<file path="src/rtl/conv_mon_pkg.sv">
// Shared types and width helpers for the conv result monitor.
// Optional checksum output is enabled by CONV_MON_CHECKSUM_EN.
package conv_mon_pkg;

   typedef enum logic [2:0] {
      ST_IDLE,
      ST_START,
      ST_RUN,
      ST_DONE,
      ST_TIMEOUT
   } conv_mon_state_e;

   function automatic int hit_w(input int w, input int h);
      return $clog2(w * h + 1);
   endfunction

endpackage

</file>
<file path="src/rtl/sync_edge_detect.sv">
// Two-flop synchroniser with a registered rising-edge pulse.
// Reset value of 1 means a level held through reset is not an edge.
module sync_edge_detect #(
   parameter logic RST_VAL = 1'b1
) (
   input  logic clk,
   input  logic rstn,
   input  logic din,
   output logic rise
);

   logic s1_q, s2_q, s3_q, rise_q;

   always_ff @(posedge clk or negedge rstn) begin
      if (!rstn) begin
         s1_q   <= RST_VAL;
         s2_q   <= RST_VAL;
         s3_q   <= RST_VAL;
         rise_q <= 1'b0;
      end else begin
         s1_q   <= din;
         s2_q   <= s1_q;
         s3_q   <= s2_q;
         rise_q <= s2_q & ~s3_q;
      end
   end

   assign rise = rise_q;

endmodule

</file>
<file path="src/rtl/conv_result_monitor.sv">
// Start sequencer, per-filter hit counter, watchdog and LED status for Conv_Layer.
// Define CONV_MON_CHECKSUM_EN to add the 32-bit result checksum output.
module conv_result_monitor
   import conv_mon_pkg::*;
#(
   parameter int DATA_W    = 8,
   parameter int OUT_W     = 10,
   parameter int OUT_H     = 10,
   parameter int N_FILTER  = 16,
   parameter int N_LED     = 6,
   parameter int THRESHOLD = 1,
   parameter int TIMEOUT   = 100000,
   localparam int FW       = $clog2(N_FILTER),
   localparam int HIT_W    = hit_w(OUT_W, OUT_H)
) (
   input  logic              clk_x5,
   input  logic              rstn,
   input  logic              sw_start,
   output logic              run_start,
   input  logic              res_valid,
   input  logic [DATA_W-1:0] res_data,
   input  logic [FW-1:0]     rd_filter,
   output logic [HIT_W-1:0]  rd_hits,
   output logic              busy,
   output logic              done,
   output logic              timeout,
   output logic [N_LED-1:0]  led
`ifdef CONV_MON_CHECKSUM_EN
   ,
   output logic [31:0]       checksum
`endif
);

   localparam int PIX = OUT_W * OUT_H;
   localparam int PW  = $clog2(PIX);
   localparam int WW  = $clog2(TIMEOUT + 1);
   localparam logic [PW-1:0]     PIX_LAST  = PW'(PIX - 1);
   localparam logic [FW-1:0]     FILT_LAST = FW'(N_FILTER - 1);
   localparam logic [WW-1:0]     WD_LAST   = WW'(TIMEOUT - 1);
   localparam logic [DATA_W-1:0] THR       = DATA_W'(THRESHOLD);

   conv_mon_state_e state_q, state_n;
   logic [PW-1:0]    pix_q;
   logic [FW-1:0]    filt_q;
   logic [WW-1:0]    wd_q;
   logic [HIT_W-1:0] hits_q [N_FILTER];
   logic [HIT_W-1:0] rd_hits_q;
   logic [N_LED-1:0] led_q, led_n;
   logic             run_start_q;
   logic             sw_rise, accept, hit, last;
   logic [N_LED+FW-1:0] filt_ext;

   sync_edge_detect #(.RST_VAL(1'b1)) u_sw_sync (
      .clk  (clk_x5),
      .rstn (rstn),
      .din  (sw_start),
      .rise (sw_rise)
   );

   assign accept = (state_q == ST_RUN) && res_valid;
   assign hit    = accept && (res_data >= THR);
   assign last   = accept && (pix_q == PIX_LAST) && (filt_q == FILT_LAST);
   assign filt_ext = {{N_LED{1'b0}}, filt_q};

   always_comb begin
      state_n = state_q;
      unique case (state_q)
         ST_IDLE, ST_DONE, ST_TIMEOUT: if (sw_rise) state_n = ST_START;
         ST_START: state_n = ST_RUN;
         ST_RUN: begin
            if (last) state_n = ST_DONE;
            else if (!res_valid && wd_q == WD_LAST) state_n = ST_TIMEOUT;
         end
         default: state_n = ST_IDLE;
      endcase
   end

   // LEDs follow the next state so they change on the same edge as done/timeout
   always_comb begin
      led_n = '0;
      unique case (1'b1)
         (state_n == ST_DONE): begin
            for (int i = 0; i < N_LED; i++)
               led_n[i] = (hits_q[i] != '0) || (hit && filt_q == FW'(i));
         end
         (state_n == ST_TIMEOUT): led_n = filt_ext[N_LED-1:0];
         default: led_n = '0;
      endcase
   end

   always_ff @(posedge clk_x5 or negedge rstn) begin
      if (!rstn) begin
         state_q     <= ST_IDLE;
         pix_q       <= '0;
         filt_q      <= '0;
         wd_q        <= '0;
         led_q       <= '0;
         rd_hits_q   <= '0;
         run_start_q <= 1'b0;
         for (int i = 0; i < N_FILTER; i++) hits_q[i] <= '0;
      end else begin
         state_q     <= state_n;
         led_q       <= led_n;
         rd_hits_q   <= hits_q[rd_filter];
         run_start_q <= (state_q == ST_START);
         if (state_q == ST_START) begin
            pix_q  <= '0;
            filt_q <= '0;
            wd_q   <= '0;
            for (int i = 0; i < N_FILTER; i++) hits_q[i] <= '0;
         end else if (state_q == ST_RUN) begin
            if (res_valid) begin
               wd_q <= '0;
               if (pix_q == PIX_LAST) begin
                  pix_q  <= '0;
                  filt_q <= filt_q + 1'b1;
               end else begin
                  pix_q <= pix_q + 1'b1;
               end
               if (hit) hits_q[filt_q] <= hits_q[filt_q] + 1'b1;
            end else begin
               wd_q <= wd_q + 1'b1;
            end
         end
      end
   end

`ifdef CONV_MON_CHECKSUM_EN
   logic [31:0] csum_q;

   always_ff @(posedge clk_x5 or negedge rstn) begin
      if (!rstn) csum_q <= '0;
      else if (state_q == ST_START) csum_q <= '0;
      else if (accept) csum_q <= csum_q + 32'(res_data);
   end

   assign checksum = csum_q;
`endif

   assign run_start = run_start_q;
   assign rd_hits   = rd_hits_q;
   assign led       = led_q;
   assign busy      = (state_q == ST_START) || (state_q == ST_RUN);
   assign done      = (state_q == ST_DONE);
   assign timeout   = (state_q == ST_TIMEOUT);

endmodule

</file>
<file path="config.mk">
export PLATFORM = sky130hd
export DESIGN_NAME = conv_result_monitor
export DESIGN_NICKNAME = d
export VERILOG_FILES = /design/src/rtl/conv_mon_pkg.sv /design/src/rtl/sync_edge_detect.sv /design/src/rtl/conv_result_monitor.sv
export SDC_FILE = /design/constraint.sdc
export NUM_CORES = 1
export LEC_CHECK = 0
export CAP_MARGIN = 20
export CORE_ASPECT_RATIO = 0.9
export CORE_UTILIZATION = 53
export CTS_CLUSTER_DIAMETER = 120
export CTS_CLUSTER_SIZE = 12
export DETAILED_ROUTE_END_ITERATION = 8
export PLACE_DENSITY = 0.71
export SYNTH_ARGS = -nofsm -noshare
export SYNTH_HDL_FRONTEND = slang
export SYNTH_SLANG_ARGS = --single-unit
</file>
<file path="constraint.sdc">
create_clock -name clk_x5 -period 4.05 [get_ports clk_x5]
set_input_delay 1.215 -clock clk_x5 [delete_from_list [all_inputs] [get_ports clk_x5]]
set_output_delay 1.215 -clock clk_x5 [all_outputs]
set_load 0.005 [all_outputs]
</file>
-- After elaboration in Yosys (flattened, before gate mapping)
Cells that the tools add are included.
- add/subtract/negate cells: 4
- order comparisons: 4
- equal/unequal tests: 14
- muxes and demuxes: 29
- bitwise gates (word level): 4
- reductions and logical operators: 36
- operator list (cell ; number):
    $mux W112 ; 4
    $bwmux W112 ; 1
    $mux W7 ; 9
    $bmux W7 S4 ; 2
    $mux W17 ; 3
    $reduce_bool A7 Y1 ; 6
    $demux W7 S4 ; 1
    $add A17 B1 Y17 const B ; 1
    $eq A17 B17 Y1 const B ; 1
    $mux W4 ; 4
    $add A7 B1 Y7 const B ; 2
    $logic_and A1 B1 Y1 ; 12
    $pmux W6 S2 ; 1
    $ge A5 B5 Y1 const B ; 2
    $not A4 Y5 ; 2
    $eq A3 B2 Y1 const B ; 3
    $mux W3 ; 3
    $pmux W3 S3 ; 1
    $eq A4 B2 Y1 const B ; 2
    $eq A4 B3 Y1 const B ; 2
    $ge A8 B1 Y1 const B ; 1
    $reduce_bool A2 Y1 ; 4
    $eq A7 B7 Y1 const B ; 1
    $logic_or A1 B1 Y1 ; 7
    other kinds (14) ; 16
- flip-flop bits (word level): 161
- output and inout bits: 17
- word-level logic and storage cells: 118

-- Longest topological paths before layout
Gate-level depths: netlist of run 1.
- depth in word-level cells: 10
- gate-level depth with buffers: 14
- gate-level depth less buffers: 10

-- Hierarchy
Synthesis of run 1 repeated with hierarchy kept, for this count alone.
- cell total of the unflattened synthesis: 884
- area total of the unflattened synthesis: 9197.6 um^2
- by module, submodules not included (module ; times used ; cells each ; area an instance (um^2)):
    conv_result_monitor ; 1 ; 879 ; 9080.0
    sync_edge_detect ; 1 ; 5 ; 117.6

-- Least setup slack after synthesis of run 1
OpenSTA, ideal clock, no wires.
- kind: input to register
- from: input port rd_filter[1]
- to: register rd_hits_q[0] (netlist: rd_hits[0])
- setup time: 138 ps
- arrival: 3218 ps
- required time: 3912 ps
- setup slack: 694 ps
- stages: 5
- cells stage by stage: clkbuf_1 clkbuf_1 buf_2 mux4_2 mux4_2
- word-level cells in the longest chain between the ends: 4
- RTL lines (item ; line ; source):
    from (decl) ; conv_result_monitor.sv:22 ; input logic [FW-1:0] rd_filter,
    $not A4 Y5 (not written as such) ; conv_result_monitor.sv:104 ; rd_hits_q <= hits_q[rd_filter];
    $bmux W7 S4 ; conv_result_monitor.sv:104 ;
    $mux W7 (not written as such) (2 in a row) ; conv_result_monitor.sv:104 ;
    to (signal assigned) ; conv_result_monitor.sv:104 ;
    to (decl) ; conv_result_monitor.sv:47 ; logic [HIT_W-1:0] rd_hits_q;
Every way passes these cells. The select of a mux whose other input is x is not followed.
A chain may end at the register's enable or synchronous reset.

-- Worst setup path in the final report of run 1
- from: register filt_q[1]
- to: register hits_q[24] (netlist name)
- word-level cells in the longest chain between the ends: 10
- RTL lines (item ; line ; source):
    from (decl) ; conv_result_monitor.sv:44 ; logic [FW-1:0] filt_q;
    from (signal assigned) ; conv_result_monitor.sv:116 ; filt_q <= filt_q + 1'b1;
    $not A4 Y5 (not written as such) (*) ; conv_result_monitor.sv:120 ; if (hit) hits_q[filt_q] <= hits_q[filt_q] + 1'b1;
    $bmux W7 S4, or another cell as far along ; conv_result_monitor.sv:120 ;
    $mux W7 (not written as such) / $logic_and A1 B1 Y1 (equally long branches) ; conv_result_monitor.sv:120 ;
    $mux W7 (not written as such) ; conv_result_monitor.sv:120 ;
    $add A7 B1 Y7 / $demux W7 S4 (equally long branches) ; conv_result_monitor.sv:120 ;
    $bwmux W112 (*) ; conv_result_monitor.sv:120 ;
    $mux W112 (*) ; conv_result_monitor.sv:120 ;
    $mux W112 (*) ; conv_result_monitor.sv:112 ; if (res_valid) begin
    $mux W112 (*) ; conv_result_monitor.sv:111 ; end else if (state_q == ST_RUN) begin
    $mux W112 (*) ; conv_result_monitor.sv:106 ; if (state_q == ST_START) begin
    to (signal, indexed assignment) ; conv_result_monitor.sv:120 ;
    to (decl) ; conv_result_monitor.sv:46 ; logic [HIT_W-1:0] hits_q [N_FILTER];
Mark *: on every way between the ends. The rest lies on a longest branch, timed or not. The select of a mux whose other input is x is not followed.

==> summary.md, run 1 <==
| Metric | Value |
|---|---|
| Outcome | `completed` |
| Syn Area/Cell | `11.4 um2` |
| H-tree level count | `4` |
| Syn Std Cell Area | `8430 um2` |
| Postcts setup bufs | `0` |
| Antenna violations before repair | `1` |
| Register-to-Register Path Depth | `8` |
| Vias in the first global route | `6,441` |
| Final ANT Viol Nets | `0` |
| Initial Utilization | `0.544` |
| RSZ-0062 raised after global routing | `false` |
| Worst-path maximum fanout | `17` |
| Crit end category | `flip-flop` |
| Maxcap violations | `0` |
| Net Count, Synth | `764` |
| Seq/Total Area, Yosys | `0.478` |
| Diodes inserted | `0` |
| Worst Setup Start Kind | `flip-flop` |
| CP Launch Point | `filt_q[1]` |
| Hold wc startpoint | `u_sw_sync.s2_q` |
| Yosys top cell area share | `0.469` |
| Flop-to-flop setup slack | `0.70 ns` |
| YS warnings | `0` |
| Slew Viols, Final | `0` |
| # setup viols final | `0` |
| Rows | `43` |
| Total grt overflow | `0` |
| Fill cells | `1,217` |
| Hold_ws | `0.356 ns` |
| Area Growth Syn to Fin | `12.1%` |
| Hold Fails Final Rpt | `0` |
| Hold_buf cts | `0` |
| Die Footprint | `16,400 um2` |
| Largest cells by area after synthesis | `dfrtp_1, mux4_2, nand3_1` |
| Worst VDD drop | `0.387 mV` |
| Min Tclk post-route | `3.35 ns` |
| R2R Path Start | `filt_q[1]` |
| GP Congestion | `0.856` |
| Root buf cell | `clkbuf_16` |
| Ports | `33` |
| Layout Nets | `770` |
| Max frequency | `0.299 GHz` |
| Hold Crit Class | `flip-flop to flip-flop` |
| Die W | `135 um` |
| Final period utilization | `0.826` |
| Layout cell share with drive strength beyond 1 | `0.186` |
| Worst path arrival time | `3.61 ns` |
| CTS resizes | `0` |
| Largest net degree at the start of global routing | `97` |
| Clock sinks | `161` |
| Final setup TNS | `0 ns` |
| Total Routing Usage GR | `0.287` |
| Drt wl/cell | `22.4 um` |
| Clock-pin slew on the worst setup and hold paths | `0.07 ns` |
| Crit Path Class | `flip-flop to flip-flop` |
| Relative slew slack | `0.414` |
| Mapped Cells | `741` |
| First-pass GRT wire length | `34,700 um` |
| Hold Path Stages | `0` |
| Library cells used by synthesis | `50` |
| Via count | `6,411` |
| Clock skew | `0.0112 ns` |
| Worst slew pin tran | `0.879 ns` |
| Required time worst endpoint | `4.32 ns` |
| WL final | `21,500 um` |
| PortBufs | `32` |
| CTS Buffer Depth | `2` |
| Via density | `6.66` |
| DRT Pass-1 Iters | `8` |
| CTS tree | `yes` |
| Post-detail-place hpwl | `14,400 um` |
| Leak Pwr | `0.00388 uW` |
| Chip height | `122 um` |
| Clk_lat worst skew | `0.44 ns` |
| Register bit total from synthesis | `161` |
| Num CTS Buffers | `17` |
| DRC | `0` |
| Synth area leader | `dfrtp_1` |
| Core Region | `15,500 um2` |
| First DRT Iteration DRCs | `767` |
| Power Dens Cells | `409 nW/um2` |
## where the power goes
part | internal, uW | switching (uW) | total, uW
logic | 168 | 312 | 480
clock network | 1000 | 666 | 1670
registers | 1660 | 57.1 | 1720
total | 2830 | 1030 | 3860
## synthesized netlist by cell type, drive strengths merged
| master | n |
|---|---|
| a21oi | 7 |
| a221oi | 2 |
| a22o | 11 |
| a22oi | 2 |
| a311oi | 1 |
| a31oi | 5 |
| and2 | 4 |
| and3 | 4 |
| and3b | 1 |
| buf | 24 |
| clkbuf | 40 |
| clkinv | 1 |
| dfrtp | 158 |
| dfstp | 3 |
| ha | 7 |
| inv | 9 |
| mux2i | 5 |
| mux4 | 64 |
| nand2 | 24 |
| nand2b | 3 |
| nand3 | 141 |
| nand4 | 7 |
| nand4b | 1 |
| nor2 | 34 |
| nor2b | 6 |
| nor3 | 11 |
| nor3b | 5 |
| nor4 | 9 |
| nor4b | 2 |
| o21a | 1 |
| o21ai | 107 |
| o22ai | 1 |
| o31ai | 17 |
| or3b | 3 |
| xnor2 | 6 |
| xor2 | 15 |
## final timing paths
path                                        to
worst max-delay path                hits_q[24]
worst min-delay path            u_sw_sync.s3_q
worst max register to register      hits_q[24]
worst min register to register  u_sw_sync.s3_q
max in group asynchronous           hits_q[65]
min in group asynchronous             pix_q[3]
## layout by cell type, fill, tap and decap left out, types with 11 or more instances in the layout
cell / count
xor2_1: 15
buf_4: 18
mux4_2: 64
nand3_1: 141
clkdlybuf4s50_1: 31
o21ai_1: 27
o21ai_0: 80
nor2_1: 32
dfrtp_1: 158
clkbuf_16: 17
a22o_1: 11
nand2_1: 23
## critical path: stages (launching register included)
cell and delay, ns:
dfrtp_1 0.71, buf_4 0.39, mux4_2 0.26, a22oi_1 0.11
nand2_1 0.13, buf_4 0.22, or3b_1 0.41, xnor2_2 0.69
o21ai_0 0.24
## layout make-up
| class | count | area (um2) | area share |
|---|---|---|---|
| Multi-Input combinational cell | 506 | 4040 | 0.427 |
| Sequential cell | 161 | 4030 | 0.427 |
| Timing Repair Buffer | 51 | 477 | 0.0504 |
| Clock buffer | 19 | 453 | 0.0479 |
| Tap cell | 202 | 253 | 0.0267 |
| Clock inverter | 13 | 161 | 0.0171 |
| Inverter | 10 | 37.5 | 0.00397 |
## logic make-up (layout without fill, tap and decap cells)
kind of cell             count (synthesis)  in the layout  share of synthesized area
flip-flops                             161            161                      0.478
AO/OA/AOI/OAI                          154            154                      0.112
buffers and inverters                   74             93                     0.0435
adder cells (fa/ha/maj)                  7              7                     0.0104
AND/OR/NAND/NOR                        255            255                      0.155
XOR/XNOR                                21             21                     0.0236
multiplexers                            69             69                      0.177
## metrics by stage
| stage | instance area, um2 | instances | power [uW] | setup WS [ns] | util |
|---|---|---|---|---|---|
| global route | 9450 | 962 | 4010 | 0.413 | 0.610 |
| finish | 9450 | 962 | 3860 | 0.704 | 0.610 |
| global placement | 8840 | 930 | 2220 | 0.672 | 0.570 |
| detailed placement | 8840 | 930 | 2230 | 0.667 | 0.570 |
| floorplan | 8430 | 741 | 2030 | 0.694 | - |
| CTS | 9450 | 962 | 3890 | 0.648 | 0.610 |
## per-layer routing
layer  GRT usage  routed length [um]  up-vias
li1            -                   -     2801
met2       0.456               10400      303
met5           0                  13        -
met1       0.371                8720     3255
met4       0.116                 515        2
met3      0.0861                1840       50
## flip-flops by register name, summed over array words and instances, names as in the netlist
name            flops
hits_q            112
wd_q               17
pix_q               7
rd_hits             7
led                 6
filt_q              4
state_q             3
run_start           1
u_sw_sync.rise      1
u_sw_sync.s1_q      1
u_sw_sync.s2_q      1
u_sw_sync.s3_q      1
Note: power is estimated with default switching activity, not from simulation.
==> run 2, diff against run 1 <==
--- a/config.mk
+++ b/config.mk
@@ -11,7 +11,7 @@
 export CTS_CLUSTER_DIAMETER = 120
 export CTS_CLUSTER_SIZE = 12
 export DETAILED_ROUTE_END_ITERATION = 8
-export PLACE_DENSITY = 0.71
+export PLACE_DENSITY = 0.74
 export SYNTH_ARGS = -nofsm -noshare
 export SYNTH_HDL_FRONTEND = slang
 export SYNTH_SLANG_ARGS = --single-unit
==> constraint.sdc (replaced) <==
create_clock -name clk_x5 -period 2.8 [get_ports clk_x5]
set_input_delay 0.84 -clock clk_x5 [delete_from_list [all_inputs] [get_ports clk_x5]]
set_output_delay 0.84 -clock clk_x5 [all_outputs]
set_load 0.005 [all_outputs]
==> run 2 against run 1 <==
Compared with the run above:
- non-clock buffer count grew 31
- critical path type unchanged
- sequential share of layout area decreased by 1.3 points
- via count grew 0.50%
- hold slack worse by 0.051 ns
- routed wire length is 0.31% higher
- worst setup slack worse by 0.59 ns
- clock-buffer cell count rose by 2
- sequential cell count did not move
- critical path depth increased by 1
- die area unchanged
- utilization grew 2.0 points
==> summary.md, run 2 (synthesized netlist as in run 1, its figures left out) <==
| Metric | Value |
|---|---|
| Die W | `135 um (unchanged)` |
| Worst Setup Start Kind | `flip-flop (unchanged)` |
| GP Congestion | `0.914 (was 0.856)` |
| Worst path arrival time | `3.03 ns (was 3.61 ns)` |
| Layout cell share with drive strength beyond 1 | `0.225 (was 0.186)` |
| CTS Buffer Depth | `2 (unchanged)` |
| Leak Pwr | `0.00402 uW (was 0.00388 uW)` |
| Clock skew | `0.00826 ns (was 0.0112 ns)` |
| First-pass GRT wire length | `34,900 um (was 34,700 um)` |
| Total Routing Usage GR | `0.285 (was 0.287)` |
| Highest-count cells in the layout ignoring fill and taps | `dfrtp_1, nand3_1, o21ai_0 (unchanged)` |
| Final setup TNS | `0 ns (unchanged)` |
| Maxcap violations | `0 (unchanged)` |
| Clk_lat worst skew | `0.43 ns (was 0.44 ns)` |
| Commonest non-fill, non-tap cell in the layout | `dfrtp_1 (unchanged)` |
| Outcome | `completed (unchanged)` |
| Antenna violations before repair | `0 (was 1)` |
| Slew Viols, Final | `0 (unchanged)` |
| Num CTS Buffers | `17 (unchanged)` |
| Area Growth Syn to Fin | `15.7% (was 12.1%)` |
| Place WS | `-0.129 ns (was 0.667 ns)` |
| Hold Crit Class | `primary input to asynchronous set/reset pin (was flip-flop to flip-flop)` |
| Clock sinks | `161 (unchanged)` |
| # setup viols final | `0 (unchanged)` |
| RSZ-0062 raised after global routing | `false (unchanged)` |
| Largest regs | `hits_q: 112 flops, wd_q: 17 flops (unchanged)` |
| Vias in the first global route | `6,481 (was 6,441)` |
| DRC | `0 (unchanged)` |
| Layout Nets | `801 (was 770)` |
| Crit end category | `flip-flop (unchanged)` |
| Rows | `43 (unchanged)` |
| Max frequency | `0.372 GHz (was 0.299 GHz)` |
| H-tree level count | `4 (unchanged)` |
| WL final | `21,600 um (was 21,500 um)` |
| Via count | `6,443 (was 6,411)` |
| CTS tree | `yes (unchanged)` |
| Placed Instances | `959 (was 930)` |
| Post-detail-place hpwl | `14,700 um (was 14,400 um)` |
| Power Dens Cells | `567 nW/um2 (was 409 nW/um2)` |
| Diodes inserted | `0 (unchanged)` |
| Fin cells | `993 (was 962)` |
| Largest Register | `hits_q (unchanged)` |
| Total grt overflow | `0 (unchanged)` |
| GRT met2 Usage | `0.460 (was 0.456)` |
| Required time worst endpoint | `3.14 ns (was 4.32 ns)` |
| Chip height | `122 um (unchanged)` |
| Max reg flops | `112 (unchanged)` |
| Min Tclk post-route | `2.68 ns (was 3.35 ns)` |
| Drt wl/cell | `21.7 um (was 22.4 um)` |
| GR peak layer | `met2 (unchanged)` |
| DRT Pass-1 Iters | `5 (was 8)` |
| Worst-path maximum fanout | `13 (was 17)` |
| Final core occ | `0.630 (was 0.610)` |
| Met3 global-route usage | `0.0724 (was 0.0861)` |
| Final period utilization | `0.959 (was 0.826)` |
| Initial Utilization | `0.544 (unchanged)` |
| PortBufs | `32 (unchanged)` |
| Ports | `33 (unchanged)` |
| Met1 global-route usage | `0.377 (was 0.371)` |
| Final ANT Viol Nets | `0 (unchanged)` |
| Clock-pin slew on the worst setup and hold paths | `0.06 ns (was 0.07 ns)` |
| Largest net degree at the start of global routing | `69 (was 97)` |
| Core Region | `15,500 um2 (unchanged)` |
| Die Footprint | `16,400 um2 (unchanged)` |
| Worst VDD drop | `0.437 mV (was 0.387 mV)` |
| Relative slew slack | `0.614 (was 0.414)` |
| Via density | `6.49 (was 6.66)` |
| First DRT Iteration DRCs | `669 (was 767)` |
| Crit Path Class | `flip-flop to flip-flop (unchanged)` |
| PnR worst setup slack | `0.115 ns (was 0.704 ns)` |
| Hold_ws | `0.304 ns (was 0.356 ns)` |
| Hold Fails Final Rpt | `0 (unchanged)` |
| Worst slew pin tran | `0.579 ns (was 0.879 ns)` |
| Root buf cell | `clkbuf_16 (unchanged)` |
[run 2: cell count changes in the layout (fill, tap and decap cells not counted), moves of 3 or more]
cell      delta
buf_12       +4
clkinv_4     -3
dfrtp_1      -5
buf_4       +26
dfrtp_2      +5
[run 2: repair_timing]
action | 4_1_cts | 5_1_grt
cloned | 0 | 1
resized for setup | 1 | 9
buffers inserted | 0 | 1
hold buffers | 0 | 0
endpoints found under the setup margin | 8 | 53
[run 2: stage by stage]
| stage | instance area [um2] | total power [uW] |
|---|---|---|
| 4_1_cts | 9700 | 5540 |
| 6_report | 9750 | 5530 |
| 5_1_grt | 9750 | 5720 |
| 2_1_floorplan | 8450 | 2950 |
| 3_3_place_gp | 9100 | 3190 |
| 3_5_place_dp | 9100 | 3220 |
[run 2: cell type report]
| type | count | area (um2) |
|---|---|---|
| fill | 1191 | 5740 |
| sequential | 161 | 4040 |
| multi-input combinational | 506 | 4060 |
| clock buffer | 21 | 460 |
| tap | 202 | 253 |
| timing repair buffer | 82 | 777 |
| clock inverter | 11 | 129 |
| inverter | 10 | 37.5 |
[run 2: worst paths after layout]
path / from / end / slack, ns / cells after the start
max: filt_q[1] / hits_q[27] / 0.12 / 9
min: rstn / pix_q[5] / 0.30 / 1
max reg2reg: filt_q[1] / hits_q[27] / 0.12 / 9
min reg2reg: u_sw_sync.s1_q / u_sw_sync.s2_q / 0.36 / 0
max in group asynchronous: rstn / hits_q[11] / 1.81 / 2
min in group clk_x5: u_sw_sync.s1_q / u_sw_sync.s2_q / 0.36 / 0
[run 2: critical path, stage by stage, from the launching register on]
cell and delay (ns):
dfrtp_2 0.45, buf_4 0.19, buf_4 0.24, mux4_2 0.53, mux2i_1 0.35, o22ai_1 0.14, nor4b_2 0.20, xnor2_2 0.14
buf_4 0.16, o21ai_0 0.18
[run 2: layer usage]
| layer | up-vias | routed length (um) | share of wire |
|---|---|---|---|
| li1 | 2859 | - | - |
| met1 | 3252 | 8780 | 0.41 |
| met2 | 303 | 10700 | 0.50 |
| met3 | 29 | 1750 | 0.081 |
| met4 | 0 | 353 | 0.016 |
| met5 | - | 0 | 0 |
[run 2: report_power, final]
| group | total (uW) | switching, uW | leakage (uW) | internal (uW) |
|---|---|---|---|---|
| Sequential | 2480 | 79.9 | 0.00221 | 2400 |
| Combinational | 724 | 449 | 0.00153 | 274 |
| Clock | 2320 | 956 | 0.000278 | 1370 |
| Total | 5530 | 1480 | 0.00402 | 4040 |
